`config.mk`:
```
export PLATFORM = sky130hd
export DESIGN_NAME = vend_controller
export DESIGN_NICKNAME = d
export VERILOG_FILES = /design/src/rtl/vend_controller.sv
export SDC_FILE = /design/constraint.sdc
export NUM_CORES = 1
export LEC_CHECK = 0
export ABC_AREA = 1
export BUFFER_PORTS_ARGS = -buffer_cell sky130_fd_sc_hd__buf_4
export CORE_AREA = 2 2 39 41
export DETAILED_ROUTE_END_ITERATION = 8
export DIE_AREA = 0 0 41 43
export PLACE_DENSITY_LB_ADDON = 0.2
export SYNTH_ARGS = -nofsm -noshare
export SYNTH_HDL_FRONTEND = slang
export SYNTH_SLANG_ARGS = --single-unit
```
`constraint.sdc`:
```
create_clock -name clk -period 2.4 [get_ports clk]
set_input_delay 0.12 -clock clk [delete_from_list [all_inputs] [get_ports clk]]
set_output_delay 0.12 -clock clk [all_outputs]
set_load 0.005 [all_outputs]
```
`src/rtl/vend_controller.sv`:
```
`default_nettype none
// ---------------------------------------------------------------------------
// vend_controller: vending-machine control FSM (coin edge -> add, dispense/refund
// handshake). Optional inactivity refund with VEND_TIMEOUT_EN.  Rev 1.0
// ---------------------------------------------------------------------------
module vend_controller #(
  parameter int TIMEOUT_CYCLES = 1000,
  parameter int CNT_W          = 16
) (
  input  logic clk,
  input  logic rst,
  input  logic c,
  input  logic tm,
  input  logic ack,
  output logic tc,
  output logic tw,
  output logic d,
  output logic refund,
  output logic coin_en
);

  typedef enum logic [2:0] {
    S_INIT   = 3'd0,
    S_WAIT   = 3'd1,
    S_ADD    = 3'd2,
    S_DISP   = 3'd3,
    S_REFUND = 3'd4
  } state_t;

  state_t state, state_nx;
  logic   c_q;
  logic   pend, pend_nx;
  logic   coin_edge;
  logic   expired;

  assign coin_edge = c & ~c_q;

`ifdef VEND_TIMEOUT_EN
  logic             credit;
  logic [CNT_W-1:0] cnt;

  // Counter only runs while credit is held in WAIT; saturates at all-ones.
  always_ff @(posedge clk or posedge rst) begin
    if (rst) begin
      credit <= 1'b0;
      cnt    <= '0;
    end else begin
      case (state)
        S_INIT: begin
          credit <= 1'b0;
          cnt    <= '0;
        end
        S_ADD: begin
          credit <= 1'b1;
          cnt    <= '0;
        end
        S_WAIT: begin
          if (credit && (cnt != '1)) cnt <= cnt + CNT_W'(1);
        end
        default: ;
      endcase
    end
  end

  assign expired = credit && (cnt == CNT_W'(TIMEOUT_CYCLES - 1));
`else
  logic unused_cfg;
  assign unused_cfg = ^{TIMEOUT_CYCLES, CNT_W};
  assign expired    = 1'b0;
`endif

  always_ff @(posedge clk or posedge rst) begin
    if (rst) begin
      state <= S_INIT;
      c_q   <= 1'b0;
      pend  <= 1'b0;
    end else begin
      state <= state_nx;
      c_q   <= c;
      pend  <= pend_nx;
    end
  end

  always_comb begin
    state_nx = state;
    pend_nx  = pend;
    tc       = 1'b0;
    tw       = 1'b0;
    d        = 1'b0;
    refund   = 1'b0;
    coin_en  = 1'b0;
    case (state)
      S_INIT: begin
        tc       = 1'b1;
        pend_nx  = 1'b0;
        state_nx = S_WAIT;
      end
      S_WAIT: begin
        coin_en = 1'b1;
        // Coins win over tm so every accepted coin is totalled first.
        if (coin_edge || pend) begin
          state_nx = S_ADD;
          pend_nx  = 1'b0;
        end else if (tm) begin
          state_nx = S_DISP;
        end else if (expired) begin
          state_nx = S_REFUND;
        end
      end
      S_ADD: begin
        tw       = 1'b1;
        coin_en  = 1'b1;
        if (coin_edge) pend_nx = 1'b1;
        state_nx = S_WAIT;
      end
      S_DISP: begin
        d = 1'b1;
        if (ack) state_nx = S_INIT;
      end
      S_REFUND: begin
`ifdef VEND_TIMEOUT_EN
        refund = 1'b1;
`endif
        if (ack) state_nx = S_INIT;
      end
      default: state_nx = S_INIT;
    endcase
  end

endmodule
`default_nettype wire

```
==> results of run 1 <==
[layer usage]
metal | up-vias | share of wire [%]
met5 | - | 0
met4 | 0 | 0
met3 | 0 | 2.4
met2 | 4 | 48
met1 | 103 | 50
li1 | 133 | -
[path summary, 6_finish.rpt]
check / to / slack (ns) / cells after the start
max: coin_en / 1.09 / 3
min: state[1] / 0.25 / 5
max reg2reg: pend / 1.17 / 8
min reg2reg: state[1] / 0.58 / 2
max in group asynchronous: pend / 1.93 / 3
min in group asynchronous: c_q / 0.33 / 3
[registers in the layout (all words and copies together), names as in the netlist]
name   flops
c_q        1
state      2
pend       1
[metrics by stage]
stage / total power [mW] / setup WS (ns) / util, %
5_1_grt: 0.516 / 1.01 / 30.8
3_5_place_dp: 0.382 / 1.17 / 27.8
4_1_cts: 0.466 / 1.08 / 30.1
6_report: 0.456 / 1.09 / 30.8
3_3_place_gp: 0.384 / 1.14 / 27.8
2_1_floorplan: 0.290 / 1.29 / -
[worst register-to-register path, cell delays in order, from the launching register on]
cell and delay [ns]:
dfrtp_1 0.42, inv_1 0.11, ha_1 0.18, inv_1 0.08, nor2_4 0.04, nand2_1 0.07, nand2_1 0.05, o21ai_1 0.11
inv_1 0.04
[power breakdown]
| group | switching, mW | total [mW] | leakage (nW) | internal [mW] |
|---|---|---|---|---|
| logic | 0.121 | 0.246 | 0.188 | 0.125 |
| clock network | 0.0224 | 0.0780 | 0.0138 | 0.0556 |
| registers | 0.0371 | 0.132 | 0.0495 | 0.0945 |
[cell type report]
type	count	area, µm²
clock buffer	3	22.5
timing repair buffer	10	80.1
fill	150	957
multi-input combinational	24	170
tap	16	20.0
inverter	9	33.8
sequential	4	100
[placed cells by master (no fill, tap or decap)]
| master | n |
|---|---|
| o21ai_2 | 1 |
| conb_1 | 1 |
| buf_4 | 8 |
| nand2_2 | 1 |
| dfrtp_1 | 4 |
| clkbuf_4 | 3 |
| o21ai_1 | 1 |
| nand3_2 | 1 |
| nor2_4 | 1 |
| dlygate4sd3_1 | 2 |
| nand2_1 | 9 |
| nor2_1 | 1 |
| ha_1 | 6 |
| nand3_1 | 1 |
| o21bai_1 | 1 |
| inv_1 | 9 |
[kinds of logic (layout without fill, tap and decap cells)]
logic type | after synthesis | after routing | share of synthesized area (%)
other cells | 1 | 1 | 1.20
fa+ha+maj | 6 | 6 | 24.1
buf+inv | 10 | 22 | 13.3
simple gates | 14 | 14 | 22.5
flops | 4 | 4 | 32.1
compound gates | 3 | 3 | 6.83
[what timing repair did]
action,4_1_cts,5_1_grt
buffers inserted,0,0
hold buffers,1,1
hold endpoints to repair,4,1
==> flow_summary_export.csv, run 1 <==
group,metric,value,unit
routing,drc,0,
setup_path,crit_path_max_fanout,6,
clocking,clock_path_buffers,2,
setup_path,worstReg2RegStart,"state[1]",
routing,drtIter0Drc,1,
grt,grt_max_degree,7,
logic_synthesis,synth_edf_count,0,
floorplanning,core.rowCount,14,
grt,antenna_found_initial,0,
logic_synthesis,synth-main-ff-cell,"dfrtp_1",
sta,rsz0062_at_grt,"false",
routing,ant_nets,0,
power,ir_drop,0.256,mV
grt,grt_util_met2,8.13,%
status,status,"finished, final reports clean",
sta,finalSetupViolCount,0,
logic_synthesis,synth_cell_types,14,
logic_synthesis,synth_area_leader_cell,"dfrtp_1",
sta,post-route-period-util,54.6,%
finish,drive_gt1_share,30.0,%
setup_path,critical-path-max-stage-delay,0.45,ns
hold_path,min_from,"ack",
logic_synthesis,synth_nets,49,
sta,min_period,1.31,ns
logic_synthesis,syn_area,312,µm²
sta,hold_violations,0,
routing,dr.pass1.iters,2,
clocking,root_buffer,"clkbuf_4",
logic_synthesis,yosys-top-cells-count,"inv_1 (9), nand2_1 (9), ha_1 (6)",
power,leakage,0.251,nW
floorplanning,io_pins,10,
grt,grt_pass1_vias,230,
clocking,h-tree-depth,1,
placement,io_buffers,8,
sta,clock.fmax,764,MHz
routing,routed_via_density,3.64,
power,p_per_area,1070,nW/µm²
logic_synthesis,synthDominantCellAreaShare,32.1,%
placement,gp_congestion,0.649,
setup_path,crit_path_start,"state[0]",
clocking,cts_sinks,4,
floorplanning,start_util,22.5,%
setup_path,worstSetupPathType,"flop to primary output",
finish,antennaDiodeCount,0,
clocking,cts_tree,"yes",
floorplanning,die_h,43,µm
finish,area_growth,36.9,%
placement,placedInstanceArea,384,µm²
finish,finish.instance_area,427,µm²
finish,nets,63,
clocking,cts_repair_resize_count,0,
logic_synthesis,ys_seq_elements,4,
flow_run,cap_violations,0,
setup_path,cp_num_buf_inv,2,
logic_synthesis,syn_inst,38,
logic_synthesis,avgSynthCellArea,8.20,µm²
finish,instances_no_fill,66,
logic_synthesis,async_reset_ff_share,100,%
setup_path,path_delay_family,"flip-flops",
sta,setup_tns,0,ns
clocking,cts_made_buffers,3,
logic_synthesis,synth_warnings,0,
floorplanning,die_w,41,µm
setup_path,end_kind,"primary output",
sta,holdWs,0.250,ns
grt,top_usage_layer,"met1",
setup_path,cp-start-kind,"flop",
clocking,clk_latency,0.22,ns
grt,overflow,0,
routing,vias,240,
setup_path,worst_path_max_delay_cell,"dfrtp_1",
routing,drt-total-wl,493,µm
grt,track_usage,7.96,%
hold_path,min_path_type,"input pin to flop",
placement,dp.cells,61,
clocking,clkSlewWorstSetupHoldPaths,0.04,ns
logic_synthesis,seq_area_frac_synth,32.1,%
placement,place_hpwl,410,µm
sta,slew_viol_final,0,
floorplanning,dieArea,1760,µm²
sta,final.setup_skew,0.00122,ns
setup_path,required,2.28,ns
setup_path,critPathArrivalTime,1.19,ns
grt,grtUsageMet3,1.57,%
grt,grt_use_met1,12.4,%
routing,post_drt_wl_per_cell,7.47,µm
floorplanning,coreArea,1380,µm²
setup_path,cp_cell_sequence,"inv_1 -> ha_1 -> buf_4",
logic_synthesis,ys_top_cells_by_area,"dfrtp_1 (32%), ha_1 (24%), inv_1 (11%)",
grt,grt_pass1_wl,910,µm
(Power assumes the default switching activity.)
==> run 2, diff against run 1 <==
==> constraint.sdc (replaced) <==
create_clock -name clk -period 1.1 [get_ports clk]
set_input_delay 0.055 -clock clk [delete_from_list [all_inputs] [get_ports clk]]
set_output_delay 0.055 -clock clk [all_outputs]
set_load 0.005 [all_outputs]
==> run 2 against run 1 <==
Net effect:
- the flow now finishes with violations (negative setup slack)
- combinational power grew to 3.6 times the previous value
- total power grew to 3.0 times the previous value
- clock-buffer cell count is the same
- highest routed layer unchanged
- flip-flop and latch count is the same
- critical path depth grew 5
- critical endpoint is now state[0]
==> flow_summary_export.csv, run 2 (synthesis gave the netlist of run 1 again) <==
group,metric,value,unit
status,status,"finished, violations left",
status,violations,"negative setup slack",
grt,grt_pass1_wl,897,µm
floorplanning,die_h,43,µm
finish,area_growth,69.1,%
finish,instances_no_fill,75,
clocking,cts_tree,"yes",
clocking,root_buffer,"clkbuf_4",
finish,final_cell_mix,"buf_4 (15), nand2_1 (8), inv_1 (5)",
floorplanning,start_util,22.5,%
grt,grt_pass1_vias,227,
floorplanning,dieArea,1760,µm²
finish,largest_reg_flops,2,
power,p_sw_share,36.9,%
grt,overflow,0,
finish,ff_latch_area,103,µm²
sta,rsz0062_at_grt,"true",
clocking,cts_sinks,4,
routing,drt-total-wl,593,µm
clocking,clock_path_buffers,2,
floorplanning,core.rowCount,14,
sta,setup_ws,-0.0677,ns
setup_path,critPathArrivalTime,1.32,ns
finish,antennaDiodeCount,0,
sta,finalSetupViolCount,7,
sta,clock.fmax,856,MHz
grt,grt_max_degree,5,
sta,slew_viol_final,0,
finish,fill_cells,143,
flow_run,cap_violations,0,
power,ir_drop,0.858,mV
finish,top_register,"state",
routing,ant_nets,0,
setup_path,required,1.26,ns
sta,setup_tns,-0.356,ns
power,p_clk_share,13.4,%
placement,dp.cells,65,
power,switchingPower,498,µW
routing,vias,287,
finish,multi_input_area,193,µm²
floorplanning,die_w,41,µm
routing,drtIter0Drc,3,
sta,final.setup_skew,0.00374,ns
power,seq_power_share,20.6,%
finish,top_regs,"state (2), c_q (1), pend (1)",
hold_path,min_path_type,"input pin to flop",
floorplanning,io_pins,10,
grt,track_usage,8.16,%
setup_path,worstSetupPathType,"flop to flop",
power,p_int,854,µW
finish,final_common_cell,"buf_4",
routing,routed_via_density,3.83,
routing,dr.pass1.iters,2,
power,leakage,0.288,nW
clocking,clkSlewWorstSetupHoldPaths,0.03,ns
setup_path,end_kind,"flop",
sta,min_period,1.17,ns
clocking,cts_made_buffers,3,
clocking,clk_latency,0.23,ns
setup_path,cp-start-kind,"flop",
grt,antenna_found_initial,0,
finish,nets,72,
floorplanning,coreArea,1380,µm²
finish,utilization,38.1,%
power,p_per_area,2570,nW/µm²
finish,drive_gt1_share,59.3,%
placement,gp_congestion,0.627,
placement,place_hpwl,430,µm
clocking,h-tree-depth,1,
sta,hold_violations,0,
sta,post-route-period-util,106,%
placement,io_buffers,8,
routing,post_drt_wl_per_cell,7.91,µm
power,combPwrFrac,66.0,%
setup_path,crit_path_max_fanout,4,
routing,drc,0,
==> run 2: cell count changes in the layout (fill, tap and decap cells not counted) <==
cell	change
inv_2	+4
ha_4	+1
dfrtp_2	+2
ha_1	-4
nand2_2	+1
inv_1	-4
buf_6	+2
buf_4	+7
ha_2	+3
nand2_1	-1
dfrtp_1	-2
==> run 2: area by class of cell <==
| class | instances | share of cell area, % |
|---|---|---|
| sequential | 4 | 19.5 |
| inverter | 9 | 6.41 |
| clock buffer | 3 | 4.28 |
| multi-input combinational | 24 | 36.6 |
| timing repair buffer | 19 | 29.5 |
| tap | 16 | 3.80 |
==> run 2: worst paths after layout <==
path	from	end	slack, ns	cells past startpoint
worst max-delay path	state[1]	state[0]	-0.07	8
worst min-delay path	tm	state[1]	0.18	5
worst max register to register	state[1]	state[0]	-0.07	8
worst min register to register	pend	pend	0.64	3
max in group asynchronous	rst	state[0]	0.66	3
min in group asynchronous	rst	c_q	0.27	3
==> run 2: through the flow <==
| step | power, mW | cell area, µm² | setup slack, ns | hold WS (ns) |
|---|---|---|---|---|
| after detailed placement | 0.938 | 414 | -0.132 | -0.0497 |
| after floorplan | 0.637 | 312 | 0.00400 | -0.179 |
| after global placement | 0.946 | 414 | -0.163 | -0.0468 |
| after global routing | 1.48 | 527 | -0.156 | 0.203 |
| after CTS | 1.28 | 493 | -0.0834 | 0.179 |
| final | 1.35 | 527 | -0.0677 | 0.180 |
==> run 2: routing by layer <==
metal	vias up	global-route usage, %	wire [µm]
li1	154	-	-
met1	125	9.74	257
met2	8	11.3	296
met3	0	6.28	40
met4	0	2.00	0
met5	-	0	0
==> run 2: power groups by stage <==
| stage | Combinational (mW) | Sequential [mW] | Clock, mW |
|---|---|---|---|
| 6_report | 0.892 | 0.279 | 0.181 |
| 3_5_place_dp | 0.652 | 0.287 | 0 |
| 3_3_place_gp | 0.659 | 0.287 | 0 |
| 4_1_cts | 0.805 | 0.280 | 0.192 |
| 5_1_grt | 0.992 | 0.287 | 0.205 |
| 2_1_floorplan | 0.368 | 0.269 | 0 |
==> run 2: timing repair <==
action,in CTS,in global routing
pin swaps,0,1
gates resized for setup,8,5
endpoints found under the hold margin,5,0
buffers inserted,3,2
hold buffers,2,0
setup endpoints to repair,7,7
==> run 2: worst max-delay path, stage by stage (launching register included) <==
cell,delay [ns]
dfrtp_2,0.42
inv_2,0.08
ha_1,0.16
inv_2,0.05
nor2_4,0.09
nand3_2,0.09
nand2_2,0.09
nand2_1,0.06
o21ai_2,0.05
